## config.mk

```make
export PLATFORM = sky130hd
export DESIGN_NAME = alu_arbiter
export DESIGN_NICKNAME = d
export VERILOG_FILES = /design/src/rtl/alu_arbiter.sv
export SDC_FILE = /design/constraint.sdc
export NUM_CORES = 1
export LEC_CHECK = 0
export BUFFER_PORTS_ARGS = -buffer_cell sky130_fd_sc_hd__buf_2
export CAP_MARGIN = 20
export CORE_MARGIN = 5
export CORE_UTILIZATION = 49
export DETAILED_ROUTE_END_ITERATION = 12
export PLACE_DENSITY_LB_ADDON = 0.15
export SYNTH_ARGS = -nofsm -noshare
export SYNTH_HDL_FRONTEND = slang
export SYNTH_SLANG_ARGS = --single-unit
```

## constraint.sdc

```tcl
create_clock -name clk -period 5.4 [get_ports clk]
set_clock_uncertainty 0.05 [all_clocks]
set_input_delay 0 -clock clk [delete_from_list [all_inputs] [get_ports clk]]
set_output_delay 0 -clock clk [all_outputs]
set_load 0.05 [all_outputs]
```

## src/rtl/alu_arbiter.sv

```systemverilog
// -----------------------------------------------------------------------------
// alu_arbiter
//
// Two-requester arbiter and sequencer in front of one shared 32-bit ALU
// (ADD, SUB, AND, OR with N/Z/C/V flags). One operation is in flight at a
// time. The winning request is accepted in IDLE. Its operands are evaluated
// in EXEC. The registered result is then offered to the issuing requester in
// RESP until that requester takes it.
//
// Build option:
//   ALU_ARB_RR_EN  defined   -> round-robin between the two requesters
//                  undefined -> fixed priority, requester 0 wins ties
//
// Parameters:
//   WIDTH       operand/result width (only 32 is supported)
//
// Ports:
//   clk         rising-edge clock
//   reset_n     synchronous active-low reset
//   req_valid   [1:0] per-requester operation valid
//   req_ready   [1:0] per-requester accept (combinational, IDLE only)
//   req_a0/b0   requester 0 operands, req_op0 requester 0 opcode
//   req_a1/b1   requester 1 operands, req_op1 requester 1 opcode
//                 opcodes: 00 ADD, 01 SUB (a-b), 10 AND, 11 OR
//   rsp_valid   [1:0] response valid for the owning requester (registered)
//   rsp_ready   [1:0] per-requester response consume
//   rsp_result  registered ALU result
//   rsp_flags   registered flags {N, Z, C, V}
//   busy        high while an operation is in EXEC or RESP (registered)
// -----------------------------------------------------------------------------
module alu_arbiter #(
    parameter int WIDTH = 32
) (
    input  logic             clk,
    input  logic             reset_n,
    input  logic [1:0]       req_valid,
    output logic [1:0]       req_ready,
    input  logic [WIDTH-1:0] req_a0,
    input  logic [WIDTH-1:0] req_b0,
    input  logic [1:0]       req_op0,
    input  logic [WIDTH-1:0] req_a1,
    input  logic [WIDTH-1:0] req_b1,
    input  logic [1:0]       req_op1,
    output logic [1:0]       rsp_valid,
    input  logic [1:0]       rsp_ready,
    output logic [WIDTH-1:0] rsp_result,
    output logic [3:0]       rsp_flags,
    output logic             busy
);

    typedef enum logic [1:0] {
        IDLE = 2'b00,
        EXEC = 2'b01,
        RESP = 2'b10
    } state_t;

    localparam logic [1:0] OP_ADD = 2'b00;
    localparam logic [1:0] OP_SUB = 2'b01;
    localparam logic [1:0] OP_AND = 2'b10;
    localparam logic [1:0] OP_OR  = 2'b11;

    state_t           state_q, state_d;
    logic             owner_q, owner_d;
    logic [WIDTH-1:0] a_q, a_d;
    logic [WIDTH-1:0] b_q, b_d;
    logic [1:0]       op_q, op_d;
    logic [WIDTH-1:0] result_q, result_d;
    logic [3:0]       flags_q, flags_d;
    logic [1:0]       rsp_valid_q, rsp_valid_d;
    logic             busy_q, busy_d;
    logic             grant_s;
    logic [WIDTH+3:0] alu_out_s;
`ifdef ALU_ARB_RR_EN
    logic             ptr_q, ptr_d;
`endif

    // ALU: returns {result, N, Z, C, V}. SUB is a + ~b + 1, so C=1 means no borrow.
    function automatic logic [WIDTH+3:0] alu_eval(
        input logic [WIDTH-1:0] a,
        input logic [WIDTH-1:0] b,
        input logic [1:0]       op
    );
        logic [WIDTH:0]   sum;
        logic [WIDTH-1:0] b_eff;
        logic [WIDTH-1:0] res;
        logic             c;
        logic             v;
        b_eff = (op == OP_SUB) ? ~b : b;
        sum   = {1'b0, a} + {1'b0, b_eff} + {{WIDTH{1'b0}}, (op == OP_SUB)};
        res   = {WIDTH{1'b0}};
        c     = 1'b0;
        v     = 1'b0;
        case (op)
            OP_ADD, OP_SUB: begin
                res = sum[WIDTH-1:0];
                c   = sum[WIDTH];
                // Overflow: both addends share a sign that the result lacks.
                v   = (a[WIDTH-1] == b_eff[WIDTH-1]) && (res[WIDTH-1] != a[WIDTH-1]);
            end
            OP_AND:  res = a & b;
            OP_OR:   res = a | b;
            default: res = {WIDTH{1'b0}};
        endcase
        return {res, res[WIDTH-1], (res == {WIDTH{1'b0}}), c, v};
    endfunction

    // Arbitration winner among the asserted request bits.
    always_comb begin
        grant_s = 1'b0;
        if (req_valid == 2'b11) begin
`ifdef ALU_ARB_RR_EN
            grant_s = ptr_q;
`else
            grant_s = 1'b0;
`endif
        end else if (req_valid[1]) begin
            grant_s = 1'b1;
        end else begin
            grant_s = 1'b0;
        end
    end

    // Accept strobe; also held low while reset is asserted so nothing is offered.
    always_comb begin
        req_ready = 2'b00;
        if (reset_n && (state_q == IDLE) && (req_valid != 2'b00)) begin
            req_ready[grant_s] = 1'b1;
        end else begin
            req_ready = 2'b00;
        end
    end

    assign alu_out_s = alu_eval(a_q, b_q, op_q);

    // Next-state logic for the sequencer and its registered outputs.
    always_comb begin
        state_d     = state_q;
        owner_d     = owner_q;
        a_d         = a_q;
        b_d         = b_q;
        op_d        = op_q;
        result_d    = result_q;
        flags_d     = flags_q;
`ifdef ALU_ARB_RR_EN
        ptr_d       = ptr_q;
`endif
        case (state_q)
            IDLE: begin
                if (req_valid[grant_s]) begin
                    owner_d = grant_s;
                    a_d     = grant_s ? req_a1  : req_a0;
                    b_d     = grant_s ? req_b1  : req_b0;
                    op_d    = grant_s ? req_op1 : req_op0;
                    state_d = EXEC;
                end else begin
                    state_d = IDLE;
                end
            end
            EXEC: begin
                result_d = alu_out_s[WIDTH+3:4];
                flags_d  = alu_out_s[3:0];
                state_d  = RESP;
            end
            RESP: begin
                if (rsp_ready[owner_q]) begin
                    state_d = IDLE;
`ifdef ALU_ARB_RR_EN
                    // Last-served requester drops to lowest priority.
                    ptr_d   = ~owner_q;
`endif
                end else begin
                    state_d = RESP;
                end
            end
            default: begin
                state_d = IDLE;
            end
        endcase
        busy_d      = (state_d != IDLE);
        rsp_valid_d = 2'b00;
        if (state_d == RESP) begin
            rsp_valid_d[owner_d] = 1'b1;
        end else begin
            rsp_valid_d = 2'b00;
        end
    end

    // State and datapath registers with synchronous active-low reset.
    always_ff @(posedge clk) begin
        if (!reset_n) begin
            state_q     <= IDLE;
            owner_q     <= 1'b0;
            a_q         <= {WIDTH{1'b0}};
            b_q         <= {WIDTH{1'b0}};
            op_q        <= 2'b00;
            result_q    <= {WIDTH{1'b0}};
            flags_q     <= 4'b0000;
            rsp_valid_q <= 2'b00;
            busy_q      <= 1'b0;
`ifdef ALU_ARB_RR_EN
            ptr_q       <= 1'b0;
`endif
        end else begin
            state_q     <= state_d;
            owner_q     <= owner_d;
            a_q         <= a_d;
            b_q         <= b_d;
            op_q        <= op_d;
            result_q    <= result_d;
            flags_q     <= flags_d;
            rsp_valid_q <= rsp_valid_d;
            busy_q      <= busy_d;
`ifdef ALU_ARB_RR_EN
            ptr_q       <= ptr_d;
`endif
        end
    end

    assign rsp_valid  = rsp_valid_q;
    assign rsp_result = result_q;
    assign rsp_flags  = flags_q;
    assign busy       = busy_q;

endmodule

```

* Word-level counts from Yosys, hierarchy flattened
Cells that the tools add are included.
Operators by class: muxes and demuxes 23, add/subtract/negate cells 2, equal/unequal tests 9, bitwise logic cells 3, reduce and logical (&&, ||, !) cells 13, $lt $le $gt $ge 5
Operators by type and width (count):
- $mux W32 | 3
- $pmux W32 S3 | 1
- $add A32 B32 Y33 | 1
- $add A33 B1 Y33 | 1
- $and A32 B32 Y32 | 1
- $logic_not A32 Y1 | 1
- $not A32 Y32 | 1
- $or A32 B32 Y32 | 1
- $mux W1 | 13
- $eq A2 B2 Y1 const B | 5
- $lt A1 B2 Y1 const B | 3
- $mux W2 | 3
- $pmux W2 S3 | 1
- $logic_and A1 B1 Y1 | 5
- $eq A2 B1 Y1 const B | 2
- $logic_not A2 Y1 | 2
- $reduce_and A2 Y1 | 2
- $reduce_bool A2 Y1 | 2
- $demux W1 S1 | 2
- $ge A1 B1 Y1 const B | 2
- $reduce_or A2 Y1 | 1
- $eq A1 B1 Y1 | 1
- $ne A1 B1 Y1 | 1
Storage, ports and cells: bits of input ports 138, bits in registers 108

* Depth between registers and ports, before layout
Gate-level depths: netlist of the first run.
word-level depth 10, gate-level depth with buffers 20, depth with buffers taken out 15

* Least setup slack after synthesis of the first run
Ideal clock, no wire load.
kind flip-flop to flip-flop, from register op_q[0], to register flags_q[2] (netlist: rsp_flags[2]), library setup time 0.084 ns, cell stages (with the launch flop) 21, path slack -0.016 ns, period minus slack after synthesis 5.416 ns, data arrival time 5.282 ns, data required time 5.266 ns, cell sequence dfxtp_1 > clkbuf_1 > clkbuf_1 > clkbuf_1 > buf_1 > buf_1 > nand2_1 > buf_1 > xnor2_1 > ha_1 > clkbuf_1 > nand4_1 > or2_2 > o22a_1 > a311oi_1 > a21oi_1 > o221ai_1 > xor2_1 > mux2_2 > or4_1 > o31ai_2
On the way: cells in the longest elaborated chain, start to end 6, elaborated cells between the ends (all ways) 10, those cells by class 2 x add/sub; 3 x eq/ne; 2 x mux; 3 x reduce/logical
RTL lines:
- from (decl) | RTL line 66 | logic [1:0] op_q, op_d;
- from (signal assigned) | RTL line 208 | op_q <= op_d;
- $eq A2 B1 Y1 | RTL line 88, 89, 93
- $mux W32 | RTL line 88 | b_eff = (op == OP_SUB) ? ~b : b;
- $add A32 B32 Y33 | RTL line 89 | sum = {1'b0, a} + {1'b0, b_eff} + {{WIDTH{1'b0}}, (op == OP_SUB)};
- $add A33 B1 Y33 | RTL line 89
- $pmux W32 S3 * | RTL line 93 | case (op)
- $logic_not A32 Y1 * | RTL line 104 | return {res, res[WIDTH-1], (res == {WIDTH{1'b0}}), c, v};
- to (signal assigned) | RTL line 210 | flags_q <= flags_d;
- to (decl) | RTL line 68 | logic [3:0] flags_q, flags_d;
Mark *: on every way between the ends. The rest lies on a longest branch, timed or not. A chain may end at the register's enable or synchronous reset.

* Final worst setup path of the first run
Same ends and word-level chain as after synthesis.

==> impl_metrics.yaml, run 1 <==
status:
  status: "complete, no violations"
global_route:
  grt_pass1_wl_mm: 34.4
  antenna_found_initial: 0
  grt_pass1_vias: 7171
  grt_usage: 0.248
  grt_max_degree: 97
  gr-total-overflow: 0
placed_design:
  gp_congestion: 0.960
  dpl_cell_area_mm2: 0.00809
  dp.cells: 1172
  dp_slack_ps: 1100
  port_buffers: 178
  dp.final_hpwl_mm: 14.0
route:
  ant_nets: 0
  routed_wl_mm: 21.1
  vias_per_cell: 5.53
  vias: 7301
  wl_per_cell_um: 16.0
  drt_iter0_markers: 418
  dr.pass1.iters: 5
  drc: 0
power_and_ir_drop:
  seqPwrFrac: 0.318
  p_int_w: 0.00182
  p_leak_nw: 4.11
  peakVddDrop_mv: 0.202
  power_frac_clock: 0.229
  switching_share: 0.401
  power.switching_w: 0.00122
  pwr-share-comb: 0.453
  power.density_mw_per_mm2: 313
  total_power_w: 0.00304
synth:
  ys_ff_latch: 107
  synth_cell_type_count: 61
  syn_nets: 1042
  synth_edf_count: 0
  yosys_warnings: 0
  synth_cells: 869
  syn_avg_cell_area_um2: 8.22
  syn_area_mm2: 0.00714
  ys.flop_type: "dfxtp_1"
  ys_seq_area_frac: 0.300
  synthArstFlopShare: 0
sta:
  clock.fmax_mhz: 230
  rsz0062_at_grt: "false"
  slew_viol_final: 0
  worst-slew-pin-transition_ps: 996
  maxSlewHeadroom: 0.336
  finalSetupViolCount: 0
  hold_viol: 0
  fin_setup_tns_ps: 0
  finalCriticalPeriod_ps: 4350
  finalCritPeriodShare: 0.806
  setup_ws_ps: 1050
clocking:
  clock_latency_ps: 370
  cts_num_sinks: 107
  cts_buffers: 9
  clk_pin_slew_worst_paths_ps: 70
  cts_buffer_depth: 2
  post-cts-setup-buffers: 0
  tritoncts: "built"
  htree_levels: 3
  cts-root-buf: "clkbuf_16"
critical_path:
  r2r_end: "rsp_flags[2]"
  r2r_setup_slack_ps: 1050
  reg2reg_depth: 14
  crit_arrival_ps: 4590
  critPathRequiredTime_ps: 5640
  cp-startpoint: "op_q[0]"
  crit_type: "flop to flop"
  endpoint_kind: "flop"
  timing.rr.start: "op_q[0]"
  startpoint_type: "flop"
  crit_fanout: 42
die:
  core_area_mm2: 0.0144
  rows: 44
  die_area_mm2: 0.0171
  io_pins: 179
  fp.dieH_um: 131
  initial_core_util: 0.495
  die_x_um: 131
cells_and_area:
  syn2layout_area_growth_pct: 36.1
  multi_input_area_mm2: 0.00472
  regArea_mm2: 0.00214
  final-instance-count-excl-fill: 1320
  n_fill_cell: 1245
  stdcell_area_mm2: 0.00972
  diodes: 0
  nNetsFinal: 1304
  layout-drive-gt1-share: 0.192
worst_hold_path:
  worstHoldStart: "req_valid[1]"
  min_path_type: "input pin to flop"
  whs_path_depth: 4
  worstHoldEndpoint: "rsp_valid[0]"
job:
  cap_violations: 0
-- how the worst max path moves through the flow --
| stage | to | depth (start not counted) |
|---|---|---|
| finish | rsp_flags[2] | 14 |
| global placement | rsp_flags[2] | 14 |
| floorplan | rsp_flags[2] | 20 |
| global route | rsp_flags[2] | 14 |
| detailed placement | rsp_flags[2] | 14 |
| CTS | rsp_flags[2] | 14 |
-- registers in the layout, summed over array words and instances (netlist names) --
name / cells
a_q: 32
b_q: 32
busy: 1
op_q: 2
owner_q: 1
rsp_flags: 3
rsp_result: 32
rsp_valid: 2
state_q: 2
-- timing repair --
action,CTS,global route
gates resized for setup,0,0
hold buffers,132,0
endpoints found under the hold margin,69,0
-- cells by family after synthesis --
logic type,count (synthesis),synth area share
flops,107,0.300
compound gates,240,0.229
mux,80,0.113
fa+ha+maj,59,0.0960
simple gates,252,0.155
buf+inv,78,0.0421
xor+xnor,53,0.0650
-- area by class of cell --
cell class	instances	share of cell area
Timing Repair Buffer	318	0.234
Inverter	11	0.00425
Clock inverter	6	0.00734
Sequential cell	107	0.220
Clock buffer	10	0.0246
Tap cell	184	0.0237
Multi-Input combinational cell	684	0.486
-- Yosys cell counts, drive strengths merged, types with 10 or more instances --
library cell	n	area share
mux2i	77	0.11
nand3	10	0.0070
nand2	57	0.030
buf	12	0.0074
dfxtp	107	0.30
a21oi	55	0.039
maj3	24	0.034
ha	34	0.060
xnor2	42	0.052
xor2	11	0.013
nor3	16	0.011
a211oi	84	0.088
o21ai	40	0.028
inv	10	0.0053
nor2	124	0.065
clkbuf	55	0.029
-- per-layer routing --
| metal | part of all wire | track usage | wire length [µm] |
|---|---|---|---|
| met1 | 0.46 | 0.325 | 9610 |
| met2 | 0.46 | 0.416 | 9740 |
| met4 | 0.014 | 0.0611 | 299 |
| met5 | 0 | 0 | 0 |
| met3 | 0.068 | 0.0549 | 1450 |
-- worst max-delay path, cell delays in order (launching register included) --
cell	delay, ps
dfxtp_1	350
buf_4	430
nor3b_1	520
a21oi_1	110
fa_1	420
nor2b_1	220
o31ai_1	130
a211oi_1	510
nor2_1	110
o41ai_1	410
xor2_1	150
a211oi_1	260
and4_1	230
nand4_1	140
o31ai_2	230
-- power by group through the flow --
stage	combinational, W	sequential, W	clock, W
after floorplan	0.000865	0.00107	0
after global placement	0.00126	0.000982	0
after detailed placement	0.00126	0.000984	0
after CTS	0.00136	0.000966	0.000707
after global routing	0.00151	0.000979	0.000737
final	0.00138	0.000966	0.000695
-- layout by cell type (no fill, tap or decap), types with 4 or more instances in the layout --
master	count
clkbuf_16	9
nor4_1	4
o21a_1	8
nor2b_1	4
inv_1	10
buf_4	8
o21ai_1	5
and2_1	8
ha_1	34
dfxtp_1	107
xor2_1	11
nand2b_1	4
a21o_1	8
a211oi_1	84
nor2_1	124
xnor2_1	42
a21oi_1	54
nand2_1	56
mux2i_1	77
a21boi_0	4
maj3_1	24
o211ai_1	4
nor3_1	16
o31ai_1	5
nand3_1	10
nand4_1	9
buf_2	178
o21ai_0	35
dlygate4sd3_1	132
-- through the flow --
step	utilization	hold WS, ps
global placement	0.561	298
finish	0.674	33.2
floorplan	-	124
global route	0.674	44.1
CTS	0.674	23.0
detailed placement	0.561	296
(Power assumes the default switching activity.)
==> run 2: changes to the inputs <==
--- a/config.mk
+++ b/config.mk
@@ -8,7 +8,7 @@
 export BUFFER_PORTS_ARGS = -buffer_cell sky130_fd_sc_hd__buf_2
 export CAP_MARGIN = 20
 export CORE_MARGIN = 5
-export CORE_UTILIZATION = 49
+export CORE_UTILIZATION = 54
 export DETAILED_ROUTE_END_ITERATION = 12
 export PLACE_DENSITY_LB_ADDON = 0.15
 export SYNTH_ARGS = -nofsm -noshare
==> constraint.sdc (replaced) <==
create_clock -name clk -period 4.25 [get_ports clk]
set_clock_uncertainty 0.05 [all_clocks]
set_input_delay 0 -clock clk [delete_from_list [all_inputs] [get_ports clk]]
set_output_delay 0 -clock clk [all_outputs]
set_load 0.05 [all_outputs]
==> run 2 against run 1 <==
  * Global-route usage is 2.3 points higher
  * First-iteration DRC count is 42% higher
  * Critical path type unchanged
  * Count of clock-buffer cells in the layout stayed put
  * Register-to-register slack worse by 790 ps
  * Routed wire length is 2.7% higher
  * Power is 30% higher
  * Utilization is 7.5 points higher
  * Combinational power is 30% higher
  * Clock power is 33% higher
==> impl_metrics.yaml, run 2 (synthesized netlist as in run 1, its figures left out) <==
status:
  status: "complete, no violations"
global_route:
  grt_usage: 0.271
  grt_pass1_vias: 7242
  grt_pass1_wl_mm: 35.8
  gr-total-overflow: 0
  grt_busiest_layer: "met2"
  antenna_found_initial: 0
  grt_use_met2: 0.457
  grt_max_degree: 70
  use_met3: 0.0426
  met1_usage: 0.361
die:
  fp.dieH_um: 125
  initial_core_util: 0.546
  core_area_mm2: 0.0131
  rows: 42
  io_pins: 179
  die_area_mm2: 0.0156
  die_x_um: 125
placed_design:
  dp.final_hpwl_mm: 14.0
  port_buffers: 178
  dp_slack_ps: 34.8
  gp_congestion: 0.976
power_and_ir_drop:
  power_frac_clock: 0.234
  power.density_mw_per_mm2: 403
  peakVddDrop_mv: 0.217
  power.switching_w: 0.00157
  p_int_w: 0.00238
  seqPwrFrac: 0.312
  p_leak_nw: 4.14
  switching_share: 0.398
  pwr-share-comb: 0.454
  total_power_w: 0.00395
cells_and_area:
  layout_common_cells: "buf_2, dlygate4sd3_1, nor2_1"
  n_fill_cell: 981
  final_common_cell: "buf_2"
  final_util: 0.749
  nNetsFinal: 1305
  syn2layout_area_growth_pct: 37.3
  layout-drive-gt1-share: 0.197
  multi_input_area_mm2: 0.00476
  diodes: 0
  regArea_mm2: 0.00214
critical_path:
  critPathRequiredTime_ps: 4480
  r2r_setup_slack_ps: 260
  r2r_end: "rsp_flags[2]"
  max_stage_delay_ps: 530
  critPathCapture: "rsp_flags[2]"
  reg2reg_depth: 14
  crit_type: "flop to flop"
  crit_fanout: 18
  critPathSlowestCell: "or4_1"
  cp_cell_sequence: "inv_1 > nand2_4 > xnor2_1 > ha_1 > nand4_1 > or2_2 > o22a_1 > a311oi_4 > a21oi_2 > o221ai_2 > xor2_1 > mux2_2 > or4_1 > o31ai_2"
  startpoint_type: "flop"
  cp-startpoint: "op_q[1]"
  crit_arrival_ps: 4220
  endpoint_kind: "flop"
  timing.rr.start: "op_q[1]"
route:
  drt_iter0_markers: 595
  vias: 7373
  ant_nets: 0
  routed_wl_mm: 21.7
  drc: 0
  vias_per_cell: 5.62
  wl_per_cell_um: 16.5
  dr.pass1.iters: 5
clocking:
  cts-root-buf: "clkbuf_16"
  clock_latency_ps: 360
  htree_levels: 3
  cts_buffers: 9
  post-cts-setup-buffers: 0
  cts_buffer_depth: 2
  cts_num_sinks: 107
  clk_pin_slew_worst_paths_ps: 80
  tritoncts: "built"
sta:
  fin_setup_tns_ps: 0
  finalCritPeriodShare: 0.939
  hold_viol: 0
  finalCriticalPeriod_ps: 3990
  setup_ws_ps: 258
  slew_viol_final: 0
  clock.fmax_mhz: 251
  maxSlewHeadroom: 0.316
  worst-slew-pin-transition_ps: 1020
  finalSetupViolCount: 0
  rsz0062_at_grt: "false"
job:
  cap_violations: 0
worst_hold_path:
  min_path_type: "input pin to flop"
-- run 2: layer usage --
metal | wire, µm | vias to the layer above
met3 | 1210 | 29
li1 | - | 3693
met1 | 9790 | 3384
met2 | 10300 | 267
met4 | 346 | 0
met5 | 0 | -
-- run 2: area by class of cell --
cell class	count	area share
Inverter	11	0.00421
Multi-Input combinational cell	684	0.486
Clock buffer	10	0.0234
Sequential cell	107	0.219
Clock inverter	6	0.00996
Timing Repair Buffer	319	0.236
Tap cell	176	0.0225
-- run 2: power groups by stage --
stage | Clock, W | Sequential [W] | Combinational, W
floorplan | 0 | 0.00136 | 0.00112
global placement | 0 | 0.00125 | 0.00162
detailed placement | 0 | 0.00125 | 0.00162
CTS | 0.000929 | 0.00123 | 0.00174
global route | 0.000974 | 0.00125 | 0.00195
finish | 0.000925 | 0.00123 | 0.00179
-- run 2: timing repair --
item,CTS,global route
gates resized for setup,0,3
hold buffers,130,0
hold endpoints to repair,69,0
setup endpoints to repair,0,1
-- run 2: stage by stage --
| stage | cell area (µm²) | hold slack (ps) | cells |
|---|---|---|---|
| after global routing | 9800 | 62.9 | 1313 |
| after CTS | 9760 | 15.8 | 1312 |
| after floorplan | 7200 | 124 | 869 |
| after global placement | 8130 | 295 | 1166 |
| final | 9800 | 14.9 | 1313 |
| after detailed placement | 8130 | 301 | 1166 |
-- run 2: worst min path at each step --
| stage | startpoint | end | cells after the start |
|---|---|---|---|
| 5_1_grt | req_op0[0] | op_q[0] | 3 |
| 4_1_cts | req_valid[1] | rsp_valid[0] | 4 |
| 3_3_place_gp | req_a0[16] | a_q[16] | 3 |
| 2_1_floorplan | req_valid[0] | rsp_valid[0] | 2 |
| 3_5_place_dp | req_a0[6] | a_q[6] | 3 |
| 6_report | req_valid[1] | rsp_valid[0] | 4 |
-- run 2: critical path: cells and delay by family (launching register included) --
kind / cells / cell delay [ps]
and+or+nand+nor: 4 / 1260
buffers and inverters: 1 / 100
AOI/OAI and AO/OA: 5 / 1110
xor gates and xnor gates: 2 / 290
DFF: 1 / 330
muxes: 1 / 280
adders and majority gates: 1 / 440
